===== config.mk =====
export PLATFORM = sky130hd
export DESIGN_NAME = alu_arbiter
export DESIGN_NICKNAME = d
export VERILOG_FILES = /design/src/rtl/alu_arbiter.sv
export SDC_FILE = /design/constraint.sdc
export NUM_CORES = 1
export LEC_CHECK = 0
export BUFFER_PORTS_ARGS = -buffer_cell sky130_fd_sc_hd__buf_4
export CORE_ASPECT_RATIO = 1.75
export CORE_MARGIN = 5
export CORE_UTILIZATION = 38
export DETAILED_ROUTE_END_ITERATION = 6
export GPL_TIMING_DRIVEN = 0
export PLACE_DENSITY = 0.69
export REMOVE_ABC_BUFFERS = 1
export SLEW_MARGIN = 40
export SYNTH_ARGS = -nofsm -noshare
export SYNTH_HDL_FRONTEND = slang
export SYNTH_SLANG_ARGS = --single-unit

===== constraint.sdc =====
create_clock -name clk -period 4.8 [get_ports clk]
set_input_delay 0.96 -clock clk [delete_from_list [all_inputs] [get_ports clk]]
set_output_delay 0.96 -clock clk [all_outputs]
set_load 0.02 [all_outputs]

===== src/rtl/alu_arbiter.sv =====
`default_nettype none
// ============================================================================
// Module      : alu_arbiter
// Description : Two-requester round-robin front end for a shared ALU.
//               Stage 1 (issue register) drives the ALU operands, stage 2
//               (response register) captures the ALU result and flags.
//               A ready/valid handshake on both sides; the pipeline moves
//               one operation per cycle while the consumer is ready.
// Revision    : 1.0 - initial release
// ----------------------------------------------------------------------------
// Ports
//   clk, rst                    rising-edge clock, async active-high reset
//   reqN_valid / reqN_ready     requester N handshake (N = 0, 1)
//   reqN_a, reqN_b, reqN_aluc   requester N operands and operation code
//   alu_a, alu_b, alu_aluc      operands driven to the shared ALU
//   alu_r, alu_zero, alu_carry,
//   alu_negative, alu_overflow  ALU result and flags
//   rsp_valid / rsp_ready       response handshake
//   rsp_id, rsp_r, rsp_flags    response payload, flags {z, c, n, v}
// ============================================================================
module alu_arbiter (
    input  logic        clk,
    input  logic        rst,
    input  logic        req0_valid,
    output logic        req0_ready,
    input  logic [31:0] req0_a,
    input  logic [31:0] req0_b,
    input  logic [3:0]  req0_aluc,
    input  logic        req1_valid,
    output logic        req1_ready,
    input  logic [31:0] req1_a,
    input  logic [31:0] req1_b,
    input  logic [3:0]  req1_aluc,
    output logic [31:0] alu_a,
    output logic [31:0] alu_b,
    output logic [3:0]  alu_aluc,
    input  logic [31:0] alu_r,
    input  logic        alu_zero,
    input  logic        alu_carry,
    input  logic        alu_negative,
    input  logic        alu_overflow,
    output logic        rsp_valid,
    input  logic        rsp_ready,
    output logic        rsp_id,
    output logic [31:0] rsp_r,
    output logic [3:0]  rsp_flags
);

    // Issue stage
    logic        r_iss_valid;
    logic        r_iss_id;
    logic [31:0] r_iss_a;
    logic [31:0] r_iss_b;
    logic [3:0]  r_iss_aluc;

    // Response stage
    logic        r_rsp_valid;
    logic        r_rsp_id;
    logic [31:0] r_rsp_r;
    logic [3:0]  r_rsp_flags;

    // Requester most recently accepted; the other one wins a tie.
    logic        r_last;

    logic        w_adv;
    logic        w_can_accept;
    logic        w_any;
    logic        w_grant;
    logic        w_accept;
    logic [31:0] w_sel_a;
    logic [31:0] w_sel_b;
    logic [3:0]  w_sel_aluc;

    // The issue slot moves forward when the response slot is empty or is
    // being drained this cycle; a new op can enter whenever the issue slot
    // is empty or moving forward.
    assign w_adv        = r_iss_valid & (~r_rsp_valid | rsp_ready);
    assign w_can_accept = ~r_iss_valid | w_adv;

    // Lone requester wins outright; on a tie the one not last granted wins.
    assign w_any   = req0_valid | req1_valid;
    assign w_grant = (req0_valid & req1_valid) ? ~r_last : req1_valid;

    // Readies are masked by rst so nothing is offered while reset is held.
    assign req0_ready = ~rst & w_can_accept & w_any & ~w_grant;
    assign req1_ready = ~rst & w_can_accept & w_any &  w_grant;
    assign w_accept   = req0_ready | req1_ready;

    assign w_sel_a    = w_grant ? req1_a    : req0_a;
    assign w_sel_b    = w_grant ? req1_b    : req0_b;
    assign w_sel_aluc = w_grant ? req1_aluc : req0_aluc;

    always_ff @(posedge clk or posedge rst) begin
        if (rst) begin
            r_iss_valid <= 1'b0;
            r_iss_id    <= 1'b0;
            r_iss_a     <= 32'd0;
            r_iss_b     <= 32'd0;
            r_iss_aluc  <= 4'd0;
            r_last      <= 1'b1;
        end else if (w_accept) begin
            r_iss_valid <= 1'b1;
            r_iss_id    <= w_grant;
            r_iss_a     <= w_sel_a;
            r_iss_b     <= w_sel_b;
            r_iss_aluc  <= w_sel_aluc;
            r_last      <= w_grant;
        end else if (w_adv) begin
            r_iss_valid <= 1'b0;
        end
    end

    always_ff @(posedge clk or posedge rst) begin
        if (rst) begin
            r_rsp_valid <= 1'b0;
            r_rsp_id    <= 1'b0;
            r_rsp_r     <= 32'd0;
            r_rsp_flags <= 4'd0;
        end else if (w_adv) begin
            r_rsp_valid <= 1'b1;
            r_rsp_id    <= r_iss_id;
            r_rsp_r     <= alu_r;
            r_rsp_flags <= {alu_zero, alu_carry, alu_negative, alu_overflow};
        end else if (rsp_ready) begin
            r_rsp_valid <= 1'b0;
        end
    end

    // ALU sees zeros whenever no operation is in the issue slot.
    assign alu_a    = r_iss_valid ? r_iss_a    : 32'd0;
    assign alu_b    = r_iss_valid ? r_iss_b    : 32'd0;
    assign alu_aluc = r_iss_valid ? r_iss_aluc : 4'd0;

    assign rsp_valid = r_rsp_valid;
    assign rsp_id    = r_rsp_id;
    assign rsp_r     = r_rsp_r;
    assign rsp_flags = r_rsp_flags;

endmodule
`default_nettype wire


==> flow_summary.ini, run 1 <==
[setup_path]
end_kind = primary output
regToRegSetupSlack_ns = 2.81
path_max_fanout = 27
critPathMaxStageDelay_ns = 0.57
cp_num_buf_inv = 3
critical_path_class = input port to primary output
crit_path_top_delay_cell = o21ba_4
r2r-start = r_iss_valid$_DFFE_PP0P_
rr_endpoint = r_iss_a[30]$_DFFE_PP0P_
crit_top_cell = buf_4
critPathTopFamily = compound AO/OA/AOI/OAI gates
r2r_cells = 4
worstSetupStartpointType = input port
arrival_ns = 2.46
critical_path_required_ns = 3.84
cp_cell_sequence = buf_4 -> o21bai_1 -> o21ba_4 -> buf_12 -> nor2b_1 -> buf_4

[clock_network]
post_cts_buffers = 0
htree_levels = 3
cts_buffers = 9
postCtsHoldBufs = 0
insertion_delay_ns = 0.34
clockBufferDepth = 2
cts-resized-gates = 0
clock_sinks = 109
cts_tree = done
clk_pin_slew_ns = 0.08
cts-root-buf = clkbuf_16

[floorplan]
initial_core_util_pct = 38.4
pin_count = 285
rows = 59
die_y_um = 172
core_um2 = 14800
die_x_um = 102
dieArea_um2 = 17600

[outcome]
outcome = finished clean

[global_route]
grt_pass1_wl_um = 22100
grt_usage_pct = 16.5
grt_max_degree = 59
grt_overflow = 0
grt_pass1_vias = 4201
antenna_found_initial = 1

[route]
dr.pass1.iters = 4
drt_iter0_drc = 74
antenna_left = 0
vias = 3955
wire_per_inst_um = 17.8
drt-total-wl_um = 15200
drc_errors = 0
avgViaCountPerCell = 4.63

[place]
portBuffers = 284
dp_hpwl_um = 12000
gp_congestion = 0.776

[sta]
clock.fmax_mhz = 292
worst_pin_slew_ns = 0.559
finalHoldViolations = 0
slew_headroom_pct = 62.6
fin_crit_sh_pct = 71.3
fin_worst_skew_ns = 0.0125
slew_viol_final = 0
rsz0062_at_grt = no
setup_viol = 0
period_minus_slack_ns = 3.42

[synth]
avgSynthCellArea_um2 = 14.6
synth_seq_area_share_pct = 48.1
yosys_warnings = 0
ys_seq_elements = 109
synth_cell_type_count = 18
synthCells = 389
netlist_area_um2 = 5670

[power]
peakVddDrop_mv = 0.192
finalPower_mw = 3.10
powerDensity_nw_per_um2 = 375
p_leak_nw = 4.03

[worst_hold_path]
worstHoldEndpoint = rsp_id$_DFFE_PP0P_
min_from = r_iss_id$_DFFE_PP0P_
min_path_type = flop to flop
min_path_cells = 1

[layout]
syn_to_final_growth_pct = 45.7
nNetsFinal = 842
post-route-util_pct = 55.9
drive_gt1_share_pct = 72.8
fillers = 1271

[run]
maxCapViolCount = 0
[worst reg2reg max path, cell delays in order (launching register included)]
cell     delay, ns
dfrtp_4       0.62
inv_2         0.13
o21ba_4       0.48
buf_12        0.30
mux2_2        0.37
[stage by stage]
step                setup slack, ns  hold slack [ns]  setup TNS, ns  cells  cell area [µm²]
finish                         1.38            0.501              0    854             8260
global route                   1.26            0.515              0    854             8260
CTS                            1.37            0.508              0    853             8260
detailed placement             1.37            0.485              0    837             7970
global placement              -2.29            0.485        -158.65    830             7810
floorplan                     -1.05            0.473         -28.23    363             5450
[sequential cells by signal, indices dropped and copies added (netlist names)]
| signal | cells |
|---|---|
| rsp_valid | 1 |
| r_iss_aluc | 4 |
| r_last | 1 |
| r_iss_id | 1 |
| rsp_id | 1 |
| rsp_flags | 4 |
| r_iss_b | 32 |
| rsp_r | 32 |
| r_iss_valid | 1 |
| r_iss_a | 32 |
[how the worst max path moves through the flow]
stage,depth (start not counted),to,startpoint,slack [ns]
6_report,6,req0_ready,rst,1.38
5_1_grt,6,req0_ready,rst,1.26
4_1_cts,6,req0_ready,rst,1.37
3_5_place_dp,6,req0_ready,rst,1.37
3_3_place_gp,4,req1_ready,req1_valid,-2.29
2_1_floorplan,2,req0_ready,req1_valid,-1.05
[Yosys cell counts]
library cell / count / area, µm²
o21ai_0: 1 / 5.00
clkbuf_1: 7 / 26.3
nand2b_1: 1 / 6.26
o21ba_1: 1 / 10.0
mux2_2: 107 / 1200
nand2_2: 1 / 6.26
buf_6: 16 / 180
buf_2: 3 / 15.0
and2_1: 69 / 432
dfstp_2: 1 / 26.3
inv_1: 1 / 3.75
nand2_1: 1 / 3.75
a21boi_1: 1 / 7.51
o21bai_1: 1 / 7.51
dfrtp_1: 108 / 2700
inv_2: 1 / 3.75
mux2_4: 68 / 1020
nor2b_1: 1 / 6.26
[cell type report]
type                    instances  area (µm²)  area share (%)
flip-flops and latches        109        2730            33.1
multi-input cells             252        2730            33.1
repair buffers                291        2260            27.4
clock buffers                  10         229            2.77
well taps                     183         229            2.77
clock inverters                 6        55.1           0.666
inverters                       2        15.0           0.182
diodes                          1        2.50          0.0303
[power by group]
part           switching, mW  total, mW  internal [mW]
sequential             0.111       1.23           1.12
clock                  0.350      0.713          0.363
combinational          0.500       1.15          0.654
[cells by family (layout without fill, tap and decap cells)]
group / Yosys count / count (layout) / share of synthesized area, %
buffers and inverters: 28 / 309 / 4.04
AOI/OAI and AO/OA: 4 / 4 / 0.530
DFF: 109 / 109 / 48.1
other: 0 / 1 / 0
muxes: 175 / 175 / 39.3
and+or+nand+nor: 73 / 73 / 8.01
[placed cells by master, fill, tap and decap left out]
cell type,n
nor2b_1,1
buf_12,3
nand2_4,1
dfrtp_4,1
mux2_4,68
o21ba_4,1
and2_1,69
clkbuf_16,9
clkbuf_1,1
dfrtp_1,107
inv_2,1
buf_8,3
clkinvlp_4,2
dfstp_2,1
a21boi_4,1
inv_6,1
nand2_1,1
inv_8,3
clkinv_4,1
buf_16,1
o21ai_0,1
mux2_2,107
buf_4,284
o21bai_1,1
nand2b_1,1
diode_2,1
[layer usage]
metal / share of wire (%) / global-route usage (%) / wire, µm
met1: 35 / 17.8 / 5290
met2: 57 / 30.9 / 8590
met3: 6.2 / 3.17 / 940
met4: 2.5 / 6.40 / 385
met5: 0 / 0 / 0
(Power assumes the default switching activity.)
==> run 2, diff against run 1 <==
PLACE_DENSITY = 0.71   (was 0.69)
clock period = 3 ns   (was 4.8 ns; I/O delays follow)
==> run 2 against run 1 <==
Cell count unchanged. First-iteration DRC count increased by 1.4%. Worst setup slack got worse by 0.70 ns. Count of clock-buffer cells in the layout decreased by 1. Critical path depth decreased by 2. Routed wire length decreased by 2.1%. Cell area increased by 0.53%. Largest power group unchanged. Highest routed layer unchanged.
==> flow_summary.ini, run 2 (synthesized netlist as in run 1, its figures left out) <==
[floorplan]
initial_core_util_pct = 38.4
core_um2 = 14800
rows = 59
pin_count = 285
dieArea_um2 = 17600
die_x_um = 102
die_y_um = 172

[global_route]
grt_max_degree = 59
grt_overflow = 0
grt_pass1_vias = 4470
grt_usage_pct = 16.5
antenna_found_initial = 0
grt_pass1_wl_um = 22600

[clock_network]
clock_sinks = 109
clk_pin_slew_ns = 0.08
cts_buffers = 9
cts-resized-gates = 0
postCtsHoldBufs = 0
post_cts_buffers = 0
htree_levels = 3
clockBufferDepth = 2
cts-root-buf = clkbuf_16
cts_tree = done
insertion_delay_ns = 0.34

[sta]
slew_viol_final = 0
fin_worst_skew_ns = 0.0130
finalHoldViolations = 0
rsz0062_at_grt = no
slew_headroom_pct = 59.1
hold_slack_ns = 0.251
period_minus_slack_ns = 2.32
clock.fmax_mhz = 431
worst_pin_slew_ns = 0.613
setup_viol = 0
fin_crit_sh_pct = 77.4
setup_ws_ns = 0.678

[setup_path]
critical_path_class = flop to primary output
arrival_ns = 1.72
cp_num_buf_inv = 2
worstSetupStartpointType = flop
critical_path_required_ns = 2.40
startpoint = r_iss_valid$_DFFE_PP0P_
r2r-start = r_last$_DFFE_PP1P_
crit_path_top_delay_cell = dfrtp_4
cp_cell_sequence = inv_2 -> o21ba_4 -> nor2b_1 -> buf_4
end_kind = primary output
critPathTopFamily = flip-flops
path_max_fanout = 35
critPathMaxStageDelay_ns = 0.66

[layout]
final_cell_mix = 284 x buf_4, 107 x mux2_2, 107 x dfrtp_1, 69 x and2_1, 68 x mux2_4
final_common_cell = buf_4
syn_to_final_growth_pct = 46.5
nNetsFinal = 843
fillers = 1244
final_area_um2 = 8300
fin_cells = 854
antenna_cells = 0
drive_gt1_share_pct = 73.0

[route]
dr.pass1.iters = 4
vias = 4032
wire_per_inst_um = 17.4
antenna_left = 0
avgViaCountPerCell = 4.72
drt-total-wl_um = 14900
drc_errors = 0
drt_iter0_drc = 75

[power]
p_leak_nw = 4.06
peakVddDrop_mv = 0.377
finalPower_mw = 5.04
powerDensity_nw_per_um2 = 607

[place]
gp_congestion = 0.770
dp_hpwl_um = 11700
place_area_um2 = 8000
portBuffers = 284
dpl_worst_slack_ns = 0.514
placed_cells = 838

[run]
maxCapViolCount = 0

[worst_hold_path]
min_path_type = input port to asynchronous set/reset pin

[outcome]
outcome = finished clean
==> run 2: cell types whose count changed in the layout (fill, tap and decap cells not counted), sizes merged <==
cell	delta
buf	+1
bufinv	+1
clkbuf	-1
clkinv	+1
clkinvlp	-2
diode	-1
inv	+1
==> run 2: worst reg2reg max path: stages (launching register included) <==
cell and delay [ns]:
dfstp_2 0.39, a21boi_4 0.51, buf_8 0.27, buf_8 0.21, mux2_2 0.37, mux2_4 0.26
==> run 2: through the flow <==
step           setup TNS (ns)  util [%]
2_1_floorplan         -182.20         -
3_3_place_gp          -416.92      52.9
3_5_place_dp                0      54.2
4_1_cts                     0      56.2
5_1_grt                     0      56.2
6_report                    0      56.2
==> run 2: path summary, 6_finish.rpt <==
path | endpoint | slack, ns | cells past startpoint
min in group clk | rsp_flags[0]$_DFFE_PP0P_ | 0.49 | 2
max reg2reg | r_iss_a[24]$_DFFE_PP0P_ | 0.89 | 5
max | req0_ready | 0.68 | 4
max in group asynchronous | r_iss_a[20]$_DFFE_PP0P_ | 2.14 | 3
min reg2reg | r_iss_b[25]$_DFFE_PP0P_ | 0.51 | 1
min | rsp_r[11]$_DFFE_PP0P_ | 0.25 | 2
==> run 2: area by class of cell <==
cell class	count	area, µm²	area share, %
Clock inverter	7	77.6	0.934
Tap cell	183	229	2.76
Timing Repair Buffer	292	2290	27.6
Sequential cell	109	2730	32.9
Clock buffer	9	225	2.71
Multi-Input combinational cell	252	2730	32.9
Inverter	2	15.0	0.181
==> run 2: layer usage <==
layer	vias to the layer above	GRT usage [%]	routed length (µm)
met3	21	3.57	943
met1	1967	17.9	5170
li1	1891	-	-
met2	153	31.0	8440
met5	-	0	0
met4	0	5.37	341
==> run 2: where the power goes <==
| part | switching [mW] | leakage [nW] | internal, mW |
|---|---|---|---|
| sequential | 0.182 | 1.27 | 1.80 |
| combinational | 0.794 | 2.63 | 1.05 |
| clock | 0.560 | 0.153 | 0.661 |
==> run 3, diff against run 2 <==
clock period = 1.91 ns   (was 3 ns; I/O delays follow)
==> run 3 against run 2 <==
Routed wire length rose by 2.3%. Sequential power rose by 56%. Clock skew fell by 0.0021 ns. Hold slack worse by 0.22 ns. Worst setup slack worse by 0.57 ns. Largest cell class is now multi-input combinational cells.
==> flow_summary.ini, run 3 (synthesized netlist as in run 1, its figures left out) <==
[setup_path]
r2r_cells = 6
end_kind = primary output
critPathMaxStageDelay_ns = 0.53
cp_cell_sequence = inv_2 -> o21ba_4 -> nor2b_1 -> buf_4
critical_path_class = flop to primary output
worstSetupStartpointType = flop
critical_path_required_ns = 1.53
cp_num_buf_inv = 2
rr_endpoint = r_iss_a[14]$_DFFE_PP0P_
path_max_fanout = 4
critPathTopFamily = flip-flops
regToRegSetupSlack_ns = 0.12
crit_path_top_delay_cell = dfrtp_4
arrival_ns = 1.42
r2r-start = r_iss_valid$_DFFE_PP0P_

[route]
vias = 4067
drt-total-wl_um = 15200
drc_errors = 0
wire_per_inst_um = 17.7
avgViaCountPerCell = 4.72
dr.pass1.iters = 4
antenna_left = 0
drt_iter0_drc = 79

[layout]
fin_cells = 862
drive_gt1_share_pct = 73.5
final_cell_mix = 289 x buf_4, 107 x mux2_2, 107 x dfrtp_1, 69 x and2_1, 68 x mux2_4
fillers = 1233
nNetsFinal = 851
antenna_cells = 0
final_area_um2 = 8400
syn_to_final_growth_pct = 48.1
final_common_cell = buf_4

[power]
switchingPower_mw = 2.43
p_comb_share_pct = 37.2
clockPowerShare_pct = 24.0
intPower_mw = 5.54
seq_power_share_pct = 38.8
swShare_pct = 30.5
powerDensity_nw_per_um2 = 950
peakVddDrop_mv = 0.591
p_leak_nw = 4.11
finalPower_mw = 7.97

[clock_network]
clk_pin_slew_ns = 0.08
cts_buffers = 9
htree_levels = 3
insertion_delay_ns = 0.34
clockBufferDepth = 2
cts_tree = done
cts-root-buf = clkbuf_16
clock_sinks = 109

[global_route]
grt_pass1_vias = 4551
grt_overflow = 0
grt_util_met3_pct = 3.57
met2_usage_pct = 31.7
grt_busiest_layer = met2
antenna_found_initial = 0
grt_use_met1_pct = 18.3
grt_usage_pct = 16.9
grt_pass1_wl_um = 23100
grt_max_degree = 59

[outcome]
outcome = finished clean

[floorplan]
core_um2 = 14800
die_x_um = 102
initial_core_util_pct = 38.4
dieArea_um2 = 17600
pin_count = 285
rows = 59
die_y_um = 172

[sta]
fin_worst_skew_ns = 0.0109
hold_slack_ns = 0.0334
clock.fmax_mhz = 555
fin_crit_sh_pct = 94.3
setup_viol = 0
period_minus_slack_ns = 1.80
worst_pin_slew_ns = 0.484
rsz0062_at_grt = no
slew_headroom_pct = 67.7
tns_ns = 0
slew_viol_final = 0
finalHoldViolations = 0

[place]
gp_congestion = 0.770
portBuffers = 284
dp_hpwl_um = 11700
place_area_um2 = 8000
placed_cells = 838

[worst_hold_path]
min_path_type = input port to asynchronous set/reset pin

[run]
maxCapViolCount = 0
-- run 3: layout make-up --
type | instances | area, µm² | share of cell area (%)
multi-input cells | 252 | 2740 | 32.6
flip-flops and latches | 109 | 2730 | 32.5
repair buffers | 300 | 2380 | 28.4
well taps | 183 | 229 | 2.73
clock buffers | 9 | 225 | 2.68
clock inverters | 7 | 77.6 | 0.924
inverters | 2 | 15.0 | 0.179
-- run 3: worst reg2reg max path, stage by stage (launching register included) --
cell and delay [ns]:
dfrtp_4 0.53, inv_2 0.09, o21ba_4 0.19, buf_12 0.11
buf_12 0.19, buf_12 0.23, mux2_4 0.34
-- run 3: how the worst max path moves through the flow --
stage                                 start                      end  slack, ns  cells after the start
CTS                 r_iss_valid$_DFFE_PP0P_               req0_ready       0.08                      4
floorplan                        req1_valid               req0_ready      -2.78                      2
finish              r_iss_valid$_DFFE_PP0P_               req0_ready       0.11                      4
detailed placement               req0_valid  r_iss_a[17]$_DFFE_PP0P_      -0.36                      6
global placement                 req1_valid  r_iss_b[17]$_DFFE_PP0P_      -3.97                      4
global route        r_iss_valid$_DFFE_PP0P_               req0_ready       0.02                      4
-- run 3: timing repair --
| item | CTS | global route |
|---|---|---|
| setup buffers | 8 | 0 |
| gates resized for setup | 0 | 1 |
| hold buffers | 0 | 0 |
| setup endpoints to repair | 88 | 1 |
| pin swaps | 1 | 0 |
-- run 3: routing by layer --
layer / share of wire (%) / wire [µm]
met2: 57 / 8650
met1: 35 / 5260
met3: 6.2 / 944
met5: 0 / 0
met4: 2.5 / 381
-- run 3: power by group through the flow --
stage | Clock (mW) | Combinational [mW] | Sequential, mW
after floorplan | 0 | 1.56 | 3.29
after detailed placement | 0 | 2.95 | 3.14
after global placement | 0 | 2.91 | 3.13
final | 1.92 | 2.96 | 3.09
after global routing | 2.08 | 3.15 | 3.16
after CTS | 1.98 | 3.02 | 3.09
-- run 3: per-stage QoR --
stage,utilization (%),setup slack [ns]
final,56.9,0.108
after global routing,56.9,0.0227
after CTS,56.8,0.0797
after detailed placement,54.2,-0.358
after global placement,52.9,-3.97
after floorplan,-,-2.78
